==> src/rtl/decoder3to8_stream.sv <==
// decoder3to8_stream: registered 3-to-8 one-hot decoder behind a 2-entry
// skid FIFO, with valid/ready on both sides and a wrapping output-transfer
// counter.
// Optional build macro: DECODER_SWEEP_EN compiles in a self-test sweep FSM
// that pushes codes 0..7 (enabled) into the FIFO.
// Ports:
//   clk, rst_n            clock (rising edge), async active-low reset
//   a[2:0], en, in_valid  input entry and its valid; in_ready back-pressure
//   y[7:0], out_valid     decoded head entry; out_ready from downstream
//   dec_count[CNT_W-1:0]  number of completed output transfers (wraps)
//   sweep_start           self-test start pulse
//   sweep_busy            self-test running
module decoder3to8_stream #(
  parameter int unsigned DEPTH = 2,
  parameter int unsigned CNT_W = 8
) (
  input  logic             clk,
  input  logic             rst_n,
  input  logic [2:0]       a,
  input  logic             en,
  input  logic             in_valid,
  output logic             in_ready,
  output logic [7:0]       y,
  output logic             out_valid,
  input  logic             out_ready,
  output logic [CNT_W-1:0] dec_count,
  input  logic             sweep_start,
  output logic             sweep_busy
);

  localparam int unsigned OUT_W  = 8;
  localparam int unsigned CODE_W = 3;
  localparam int unsigned ENT_W  = CODE_W + 1;
  localparam int unsigned OCC_W  = 2;

  // FIFO storage of {en, a}; pointers are one bit since depth is two
  logic [ENT_W-1:0] mem [DEPTH];
  logic             head, tail, head_n, tail_n;
  logic [OCC_W-1:0] count, count_n;
  logic             full;
  logic             push, pop, run;
  logic [ENT_W-1:0] wdata, sweep_data, head_ent;
  logic [OUT_W-1:0] y_n;
  logic             out_valid_n;

  assign full = (count == OCC_W'(DEPTH));

`ifdef DECODER_SWEEP_EN
  typedef enum logic {IDLE, RUN} state_t;
  state_t              state, state_n;
  logic [CODE_W-1:0]   scnt, scnt_n;

  // Sweep state register
  always_ff @(posedge clk or negedge rst_n) begin
    if (!rst_n) begin
      state <= IDLE;
      scnt  <= '0;
    end else begin
      state <= state_n;
      scnt  <= scnt_n;
    end
  end

  // Sweep next-state: one code per free slot, leave RUN after code 7
  always_comb begin
    state_n = state;
    scnt_n  = scnt;
    case (state)
      IDLE: if (sweep_start) state_n = RUN;
      RUN: begin
        if (!full) begin
          scnt_n = scnt + CODE_W'(1);
          if (scnt == CODE_W'(7)) state_n = IDLE;
        end
      end
      default: state_n = IDLE;
    endcase
  end

  assign run        = (state == RUN);
  assign sweep_busy = run;
  assign sweep_data = {1'b1, scnt};
`else
  logic unused_sweep;
  assign unused_sweep = sweep_start;
  assign run          = 1'b0;
  assign sweep_busy   = 1'b0;
  assign sweep_data   = '0;
`endif

  // rst_n gating keeps in_ready low for the whole reset window
  assign in_ready = rst_n && !full && !run;
  assign pop      = out_valid && out_ready;

  // FIFO next-state and the decoded head word it will present
  always_comb begin
    push    = run ? !full : (in_valid && in_ready);
    wdata   = run ? sweep_data : {en, a};
    head_n  = head ^ pop;
    tail_n  = tail ^ push;
    count_n = OCC_W'(count + OCC_W'(push) - OCC_W'(pop));
    // a push landing in the next head slot bypasses the memory read
    head_ent = (push && (tail == head_n)) ? wdata : mem[head_n];
    out_valid_n = (count_n != '0);
    y_n = '0;
    if (out_valid_n && head_ent[CODE_W]) y_n = OUT_W'(1) << head_ent[CODE_W-1:0];
  end

  // Storage array is not reset; occupancy alone qualifies its contents
  always_ff @(posedge clk) begin
    if (push) mem[tail] <= wdata;
  end

  // Pointers, occupancy, registered outputs, transfer counter
  always_ff @(posedge clk or negedge rst_n) begin
    if (!rst_n) begin
      head      <= 1'b0;
      tail      <= 1'b0;
      count     <= '0;
      y         <= '0;
      out_valid <= 1'b0;
      dec_count <= '0;
    end else begin
      head      <= head_n;
      tail      <= tail_n;
      count     <= count_n;
      y         <= y_n;
      out_valid <= out_valid_n;
      if (pop) dec_count <= dec_count + CNT_W'(1);
    end
  end

endmodule

==> config.mk <==
export PLATFORM = sky130hd
export DESIGN_NAME = decoder3to8_stream
export DESIGN_NICKNAME = d
export VERILOG_FILES = /design/src/rtl/decoder3to8_stream.sv
export SDC_FILE = /design/constraint.sdc
export NUM_CORES = 1
export LEC_CHECK = 0
export BUFFER_PORTS_ARGS = -buffer_cell sky130_fd_sc_hd__buf_4
export CAP_MARGIN = 25
export CORE_AREA = 2 2 72 74
export CTS_BUF_LIST = sky130_fd_sc_hd__clkbuf_8
export CTS_CLUSTER_DIAMETER = 50
export DETAILED_ROUTE_END_ITERATION = 10
export DIE_AREA = 0 0 74 76
export MAX_ROUTING_LAYER = met4
export SLEW_MARGIN = 20
export SYNTH_ARGS = -nofsm -noshare
export SYNTH_HDL_FRONTEND = slang
export SYNTH_SLANG_ARGS = --single-unit
==> constraint.sdc <==
create_clock -name clk -period 2.2 [get_ports clk]
set_input_delay 0.22 -clock clk [delete_from_list [all_inputs] [get_ports clk]]
set_output_delay 0.22 -clock clk [all_outputs]
set_load 0.1 [all_outputs]
==> run metrics, run 1 <==
Worst Tran Pin Value=between 0.5 and 0.6 ns; number of global-route vias before repair=between 1000 and 1500; CP Class=reg -> reg; Top delay family on crit path=simple AND/OR/NAND/NOR gates; drt drc=0; status=finished clean; Ys Warns=0; Post-Syn Area=around 1500 sq um; post-synth top area share=between 30% and 40%; Slew HR=between 60% and 70%; crit-path max cell delay=~0.38 ns; fraction of registers with async set/reset=between 70% and 80%; Arrival @ worst endpoint=about 2.3 ns; DRT Pass-1 Iters=4; via count=~1100; DRT iter0 DRCs=70; crit path max fanout=8; gpl congestion=between 0.8 and 0.9; first-pass GRT wire length=around 5.6 mm; Clock Tree Buf Depth=2; Synth Area per Inst=11.3 sq um; RSZ-0062 raised after global routing=yes; max-slew violations=0; Clock Latency Late Sink=between 0.2 and 0.3 ns; post-synth top area cell=dfrtp_1; Root Driver=clkbuf_8; Netlist cell types=48; Period Utilization, post-route=between 90 and 100%; WP buf/inv=1; initial antenna violation count=0; Setup-failing EPs final=0; Boundary Pins=28; H-tree levels=2; max cap viols=0; clock skew=around 0.0065 ns; Mapped Cells=approximately 130; # rows=26; fin nets=about 180; Cells after DPL=229; Routed WL=between 3 and 4 mm; critical path launch point type=register; Seq/Total Area, Yosys=roughly half; cell chain of the critical path=nor2b_4 > or2_4 > ha_4 > inv_2 > ha_4 > xnor2_4 > xnor2_2 > or2_4 > o211ai_4 > nor3_2; syn_nets=roughly 150; Fmax=roughly 470 MHz; clock tree from TritonCTS=built; RR Startpoint=count[1]$_DFF_PN0_; pin count of the biggest net entering global routing=23; Hold Crit Class=in -> reg; GR Util All Layers=13.0%; Min-Delay Startpoint=en; clock edge transition at the registers on the reported setup and hold paths=0.06 ns; CP required=2.34 ns; Die ar.=roughly 5600 sq um; Critical Path Slowest Stage Cell=dfrtp_1; Port-buffer cells=25; top cells by area, synth=dfrtp_1 35%, edfxtp_1 16%, ha_1 4.2%; Final Critical Period=2.12 ns; die height=around 76 microns; Initial Util=a little under a third; CP Launch Point=count[1]$_DFF_PN0_; core area=around 5000 sq um; n_diodes=0; DR vias/cell=around 4.8; clock sinks=29; Yosys reg bits=29; top_reg_cell synth=dfrtp_1; width of the die=74 microns; Post-synth EDFFs=8; ratio of cells with drive above 1 in the final layout=40.0%; Detailed Place HPWL=2.49 mm; post-route ant nets=0; CTS Buf Count=5; fill cell count=475; Finished Layout Cells=240; grt ovf=0; Setup crit end kind=register; Area Overhead vs Synth=33.6%; final hold violations=0; routed length per instance=around 14 microns
sequential cells by signal, indices dropped and copies added, names as in the netlist:
| signal | count |
|---|---|
| head | 1 |
| y | 8 |
| out_valid | 1 |
| dec_count | 8 |
| count | 2 |
| tail | 1 |
| mem | 8 |
stage by stage:
| stage | cell area [sq um] | utilization (%) | setup slack, ns | hold slack [ns] | TNS [ns] |
|---|---|---|---|---|---|
| 2_1_floorplan | 1540 | - | -0.0419 | -0.0756 | -0.228 |
| 3_3_place_gp | 1840 | 37.4 | 0.0768 | 0.218 | 0 |
| 3_5_place_dp | 1840 | 37.4 | -0.00346 | 0.227 | -0.00408 |
| 4_1_cts | 1950 | 39.6 | 0.00160 | 0.142 | 0 |
| 5_1_grt | 2000 | 40.7 | -0.0162 | 0.141 | -0.0478 |
| 6_report | 2000 | 40.7 | 0.0760 | 0.148 | 0 |
per-layer routing:
layer / routed length, microns / track usage, % / vias to the layer above
met5: 0 / - / -
met2: 1500 / 18.6 / 33
met3: 175 / 4.63 / 2
met4: 12 / 2.18 / 0
li1: - / - / 552
met1: 1610 / 18.2 / 555
worst register-to-register path: cells and delay by family (launching register included):
family                   cells  cell delay, ns
XOR/XNOR                     2            0.27
buffers and inverters        1            0.04
AO/OA/AOI/OAI                1            0.15
AND/OR/NAND/NOR              4            0.72
flip-flops                   1            0.38
adder cells (fa/ha/maj)      2            0.43
cells in the final DEF, fill, tap and decap left out, types with 4 or more instances in the layout:
cell / n
a22oi_1: 4
nor2b_1: 4
nor3_1: 4
clkbuf_8: 5
o32ai_1: 6
xnor2_1: 5
and2_1: 4
dfrtp_1: 20
buf_4: 36
nor3_2: 6
nand2_1: 5
edfxtp_1: 8
o21ai_0: 5
repair_timing:
| item | 4_1_cts | 5_1_grt |
|---|---|---|
| hold buffers | 1 | 0 |
| gates resized for setup | 1 | 8 |
| setup buffers | 1 | 1 |
| setup endpoints to repair | 5 | 8 |
| pin swaps | 1 | 6 |
| hold endpoints to repair | 21 | 0 |
cell usage after synthesis, drive strengths merged (3+ instances only):
cell,number
dfrtp,21
nor3,10
edfxtp,8
xnor2,7
o32ai,6
ha,5
inv,5
nand2,5
nor2b,5
o21ai,5
a22oi,4
and2,4
buf,4
and3,3
clkbuf,3
nor2,3
nor3b,3
or3,3
area by class of cell:
class	instances	area, sq um	area share [%]
Sequential cell	29	769	38.5
Multi-Input combinational cell	91	757	37.9
Timing Repair Buffer	37	280	14.0
Tap cell	70	87.6	4.38
Clock buffer	5	68.8	3.44
Inverter	5	21.3	1.06
Clock inverter	3	13.8	0.689
final timing paths:
path	cells after the start	endpoint	slack, ns
setup / recovery	10	y[3]$_DFF_PN0_	0.08
hold / removal	1	mem[1][3]$_DFFE_PP_	0.15
setup reg to reg	10	y[3]$_DFF_PN0_	0.08
hold reg to reg	1	dec_count[7]$_DFFE_PN0P_	0.48
max in group asynchronous	3	out_valid$_DFF_PN0_	1.47
min in group asynchronous	3	head$_DFF_PN0_	0.49
cells by family after synthesis:
kind of cell,share of synthesized area [%]
AND/OR/NAND/NOR,17.6
AO/OA/AOI/OAI,15.5
flip-flops,51.2
multiplexers,1.51
XOR/XNOR,5.27
buffers and inverters,4.52
other,0.251
adder cells (fa/ha/maj),4.18
Power of run 1 is left out: the tool's default activity adds up to more than one toggle a clock period on the data nets, which glitch-free logic cannot reach.
==> inputs of run 2 (changes only) <==
--- a/config.mk
+++ b/config.mk
@@ -7,11 +7,11 @@
 export LEC_CHECK = 0
 export BUFFER_PORTS_ARGS = -buffer_cell sky130_fd_sc_hd__buf_4
 export CAP_MARGIN = 25
-export CORE_AREA = 2 2 72 74
+export CORE_AREA = 2 2 75 77
 export CTS_BUF_LIST = sky130_fd_sc_hd__clkbuf_8
 export CTS_CLUSTER_DIAMETER = 50
 export DETAILED_ROUTE_END_ITERATION = 10
-export DIE_AREA = 0 0 74 76
+export DIE_AREA = 0 0 77 79
 export MAX_ROUTING_LAYER = met4
 export SLEW_MARGIN = 20
 export SYNTH_ARGS = -nofsm -noshare
==> run 2 against run 1 <==
Effect of this change: cell count stayed put; worst hold slack worse by 0.0061 ns; global-route usage shrank 1.1 points; worst setup slack worse by 0.026 ns; sequential share of layout area is 0.12 points lower; critical path type unchanged; critical endpoint is now y[4]$_DFF_PN0_.
==> run metrics, run 2 (synthesized netlist as in run 1, its figures left out) <==
crit path max fanout=8 (unchanged); clock skew=0.00770 ns (+0.00121 ns); CTS Buf Count=5 (unchanged); Fmax=465 MHz (-1.2%); hold depth=1 (unchanged); number of global-route vias before repair=1129 (-0.79%); clock tree from TritonCTS=built; die height=79 microns (+3.9%); post-CTS setup buffer count=0 (-1); DR vias/cell=4.84 (+1.8%); DRT iter0 DRCs=31 (-56%); DRT Pass-1 Iters=4 (unchanged); CP Class=reg -> reg; Clock Tree Buf Depth=2 (unchanged); pin count of the biggest net entering global routing=23 (unchanged); width of the die=77 microns (+4.1%); Detailed Place HPWL=2.38 mm (-4.5%); post-route ant nets=0 (unchanged); Place WS=0.0585 ns (+0.0619 ns); commonest cells after routing, fill and taps aside=34 x buf_4, 20 x dfrtp_1, 8 x edfxtp_1, 7 x nor3_1; Setup WS post-layout=0.0496 ns (-0.0263 ns); M1 GR Usage=15.3% (-2.8 points); met3 usage=3.75% (-0.88 points); Hold Crit Class=in -> reg; via count=1162 (+1.8%); Core Util, Final=37.6% (-3.1 points); CP required=2.35 ns (about the same); clock sinks=29 (unchanged); Setup-failing EPs final=0 (unchanged); core area=5340 sq um (+8.7%); r2r endpoint=y[4]$_DFF_PN0_; fill cell count=552 (+16%); r2r setup slk=0.05 ns (-0.03 ns); Boundary Pins=28 (unchanged); status=finished clean; Area Overhead vs Synth=34.1%; Setup crit end kind=register; Initial Util=28.0% (-2.4 points); critical path launch point type=register; most common cell after layout, fill and taps aside=buf_4; fin nets=181 (-1.1%); first-pass GRT wire length=5.42 mm (-2.9%); H-tree levels=2 (unchanged); Top Registers=dec_count x8, mem x8, y x8; max-slew violations=0 (unchanged); Routed WL=3.29 mm (-0.15%); grt peak-use layer=met2; Min-Delay Startpoint=en; n_diodes=0 (unchanged); Hold Path End=mem[1][3]$_DFFE_PP_; gpl congestion=0.851 (+5.5%); met2 Use GR=17.5% (-1.0 points); worst reg2reg path depth=10 (unchanged); routed length per instance=13.7 microns (-0.15%); RR Startpoint=count[1]$_DFF_PN0_; GR Util All Layers=11.9% (-1.1 points); placed cell area=1840 sq um (+0.14%); # rows=27 (+3.8%); final hold violations=0 (unchanged); Final Critical Period=2.15 ns (+0.0263 ns); Die ar.=6080 sq um (+8.2%); RSZ-0062 raised after global routing=yes; Arrival @ worst endpoint=2.30 ns (+0.03 ns); Total Neg Setup Slack=0 ns (unchanged); max cap viols=0 (unchanged); clock edge transition at the registers on the reported setup and hold paths=0.06 ns (about the same); Period Utilization, post-route=97.7% (+1.2 points); ratio of cells with drive above 1 in the final layout=37.5% (-2.5 points); design area=2000 sq um (+0.31%); grt ovf=0 (unchanged); drt drc=0 (unchanged); Port-buffer cells=25 (unchanged); Clock Latency Late Sink=0.28 ns (about the same); Root Driver=clkbuf_8; initial antenna violation count=0 (unchanged)
==> run 2: cell count changes in the layout (fill, tap and decap cells not counted) <==
cell       previous run  this run
clkbuf_8              5         6
nor3_1                4         7
buf_4                36        34
nor3_2                6         3
clkinv_2              2         0
bufinv_16             0         1
==> run 2: cell type report <==
class / count / area (sq um) / share of cell area (%)
Clock buffer: 6 / 82.6 / 4.12
Clock inverter: 2 / 33.8 / 1.69
Inverter: 5 / 21.3 / 1.06
Multi-Input combinational cell: 91 / 742 / 37.0
Sequential cell: 29 / 769 / 38.4
Tap cell: 72 / 90.1 / 4.49
Timing Repair Buffer: 35 / 265 / 13.2
==> run 2: timing repair <==
item                       in CTS  in global routing
hold endpoints to repair       21                  0
setup endpoints to repair       0                  8
hold buffers                    1                  0
gates resized for setup         0                  6
==> run 2: how the worst max path moves through the flow <==
stage / start / to / slack (ns) / cells after the start
3_3_place_gp: count[1]$_DFF_PN0_ / y[1]$_DFF_PN0_ / 0.08 / 10
3_5_place_dp: count[1]$_DFF_PN0_ / y[1]$_DFF_PN0_ / 0.06 / 10
4_1_cts: count[1]$_DFF_PN0_ / y[1]$_DFF_PN0_ / 0.04 / 10
6_report: count[1]$_DFF_PN0_ / y[4]$_DFF_PN0_ / 0.05 / 10
5_1_grt: count[1]$_DFF_PN0_ / y[7]$_DFF_PN0_ / -0.04 / 10
2_1_floorplan: count[1]$_DFF_PN0_ / y[1]$_DFF_PN0_ / -0.04 / 12
==> run 2: per-stage QoR <==
step	hold WS, ns	std cells
2_1_floorplan	-0.0756	132
3_3_place_gp	0.225	231
3_5_place_dp	0.230	231
4_1_cts	0.132	240
5_1_grt	0.142	240
6_report	0.142	240
==> run 2: metal layers <==
metal  routed length [microns]  up-vias
li1                          -      552
met4                        35        0
met2                      1500       36
met3                       190        5
met5                         0        -
met1                      1560      569
==> run 2: worst max-delay path, cell delays in order (launching register included) <==
cell and delay [ns]:
dfrtp_1 0.40, nor2b_4 0.14, or2_4 0.24, ha_4 0.26, inv_2 0.04, ha_4 0.17, xnor2_4 0.14, xnor2_2 0.15
or2_4 0.25, o211ai_4 0.14, nor3_1 0.10
Power of run 2 is left out for the same reason.
==> inputs of run 3 (changes only) <==
--- a/config.mk
+++ b/config.mk
@@ -13,6 +13,8 @@
 export DETAILED_ROUTE_END_ITERATION = 10
 export DIE_AREA = 0 0 77 79
 export MAX_ROUTING_LAYER = met4
+export PLACE_DENSITY = 0.5
+export SETUP_SLACK_MARGIN = 0.15
 export SLEW_MARGIN = 20
 export SYNTH_ARGS = -nofsm -noshare
 export SYNTH_HDL_FRONTEND = slang
==> constraint.sdc (replaced) <==
create_clock -name clk -period 2 [get_ports clk]
set_input_delay 0.2 -clock clk [delete_from_list [all_inputs] [get_ports clk]]
set_output_delay 0.2 -clock clk [all_outputs]
set_load 0.1 [all_outputs]
==> run 3 against run 2 <==
Effect of this change: the flow now finishes with violations (negative setup slack); sequential cell count unchanged; wire length up 1.1%; cell count up 3.3%; worst setup slack worse by 0.18 ns; count of clock-buffer cells in the layout up 1; design area up 2.9%; sequential share of layout area down 1.1 points; via count up 0.77%; die area unchanged; non-clock buffer count up 8; global-route usage up 0.24 points.
==> run metrics, run 3 (synthesized netlist as in run 1, its figures left out) <==
first-pass GRT wire length=5.71 mm (+5.5%); crit path max fanout=8 (unchanged); grt peak-use layer=met2; clock sinks=29 (unchanged); CP Class=reg -> reg; clock skew=0.0102 ns (+0.00248 ns); drt drc=0 (unchanged); Die ar.=6080 sq um (unchanged); met2 Use GR=19.8% (+2.3 points); WP buf/inv=1 (unchanged); Setup crit end kind=register; Fmax=468 MHz (+0.71%); final hold violations=0 (unchanged); grt ovf=0 (unchanged); clock edge transition at the registers on the reported setup and hold paths=0.07 ns (about the same); Clock Latency Late Sink=0.28 ns (about the same); r2r setup slk=-0.14 ns (-0.18 ns); DR vias/cell=4.72 (-2.5%); ratio of cells with drive above 1 in the final layout=43.2% (+5.7 points); pin count of the biggest net entering global routing=23 (unchanged); die height=79 microns (unchanged); CTS Buf Count=5 (unchanged); initial antenna violation count=0 (unchanged); failing checks=negative setup slack; H-tree levels=2 (unchanged); DRT Pass-1 Iters=4 (unchanged); post-route ant nets=0 (unchanged); met3 usage=3.98% (+0.23 points); Top Registers=dec_count x8, mem x8, y x8; Clock Tree Buf Depth=2 (unchanged); Period Utilization, post-route=107% (+9.0 points); Routed WL=3.33 mm (+1.1%); Arrival @ worst endpoint=2.28 ns (-0.02 ns); Top delay family on crit path=simple AND/OR/NAND/NOR gates; Port-buffer cells=25 (unchanged); Initial Util=28.0% (unchanged); number of global-route vias before repair=1183 (+4.8%); routed length per instance=13.4 microns (-2.2%); Critical Path Slowest Stage Cell=dfrtp_1; commonest cells after routing, fill and taps aside=41 x buf_4, 20 x dfrtp_1, 8 x edfxtp_1, 7 x nor3_2, 7 x clkbuf_8; Detailed Place HPWL=2.56 mm (+7.5%); max cap viols=0 (unchanged); Setup WS post-layout=-0.135 ns (-0.185 ns); Root Driver=clkbuf_8; RSZ-0062 raised after global routing=yes; max-slew violations=0 (unchanged); most common cell after layout, fill and taps aside=buf_4; Hold Crit Class=in -> reg; gpl congestion=0.876 (+2.9%); clock tree from TritonCTS=built; fill cell count=567 (+2.7%); GR Util All Layers=12.1% (+0.24 points); DRT iter0 DRCs=26 (-16%); core area=5340 sq um (unchanged); width of the die=77 microns (unchanged); cell chain of the critical path=nor2b_4 > or2_4 > ha_4 > inv_2 > ha_4 > xnor2_2 > xnor2_2 > or2_4 > o211ai_4 > nor3_2; Boundary Pins=28 (unchanged); # rows=27 (unchanged); Setup-failing EPs final=8 (+8); Core Util, Final=38.6% (+1.1 points); Final Critical Period=2.14 ns (-0.0152 ns); status=finished with violations; M1 GR Usage=14.4% (-0.91 points); via count=1171 (+0.77%); fin nets=189 (+4.4%); crit-path max cell delay=0.38 ns (-0.02 ns); critical path launch point type=register; Area Overhead vs Synth=37.9%; n_diodes=0 (unchanged); Total Neg Setup Slack=-1.00 ns (-1.00 ns); CP required=2.14 ns (-0.21 ns)
[run 3: cell count changes in the layout (fill, tap and decap cells not counted), sizes merged]
cell    delta
buf        +8
bufinv     -1
clkbuf     +1
clkinv     +1
inv        -1
[run 3: worst paths after layout]
| path | from | end | cells after the start |
|---|---|---|---|
| max in group asynchronous | rst_n | out_valid$_DFF_PN0_ | 3 |
| hold / removal | a[2] | mem[1][2]$_DFFE_PP_ | 1 |
| setup reg to reg | count[1]$_DFF_PN0_ | y[5]$_DFF_PN0_ | 10 |
| min in group asynchronous | rst_n | y[2]$_DFF_PN0_ | 3 |
| hold reg to reg | dec_count[7]$_DFFE_PN0P_ | dec_count[7]$_DFFE_PN0P_ | 1 |
| setup / recovery | count[1]$_DFF_PN0_ | y[5]$_DFF_PN0_ | 10 |
[run 3: layout make-up]
cell class / count / area [sq um] / area share (%)
Clock buffer: 7 / 96.3 / 4.67
Inverter: 5 / 21.3 / 1.03
Sequential cell: 29 / 769 / 37.3
Tap cell: 72 / 90.1 / 4.37
Multi-Input combinational cell: 91 / 751 / 36.4
Timing Repair Buffer: 43 / 329 / 16.0
Clock inverter: 1 / 5.00 / 0.243
[run 3: metal layers]
| layer | up-vias | share of wire [%] |
|---|---|---|
| met5 | - | 0 |
| met2 | 40 | 46 |
| li1 | 564 | - |
| met1 | 561 | 47 |
| met4 | 0 | 1.1 |
| met3 | 6 | 5.7 |
[run 3: metrics by stage]
| step | hold slack (ns) | instance area, sq um | cells | setup slack [ns] |
|---|---|---|---|---|
| 6_report | 0.119 | 2060 | 248 | -0.135 |
| 5_1_grt | 0.113 | 2060 | 248 | -0.201 |
| 4_1_cts | 0.115 | 2040 | 247 | -0.121 |
| 3_5_place_dp | 0.213 | 1890 | 237 | -0.168 |
| 3_3_place_gp | 0.207 | 1890 | 237 | -0.101 |
| 2_1_floorplan | -0.0956 | 1540 | 132 | -0.242 |
[run 3: timing repair]
item                                   CTS  global route
hold buffers                             1             0
pin swaps                                5             3
resized for setup                        8             2
setup endpoints to repair                9            10
cloned                                   0             0
endpoints found under the hold margin   21             0
setup buffers                            1             1
Power of run 3 is left out for the same reason.
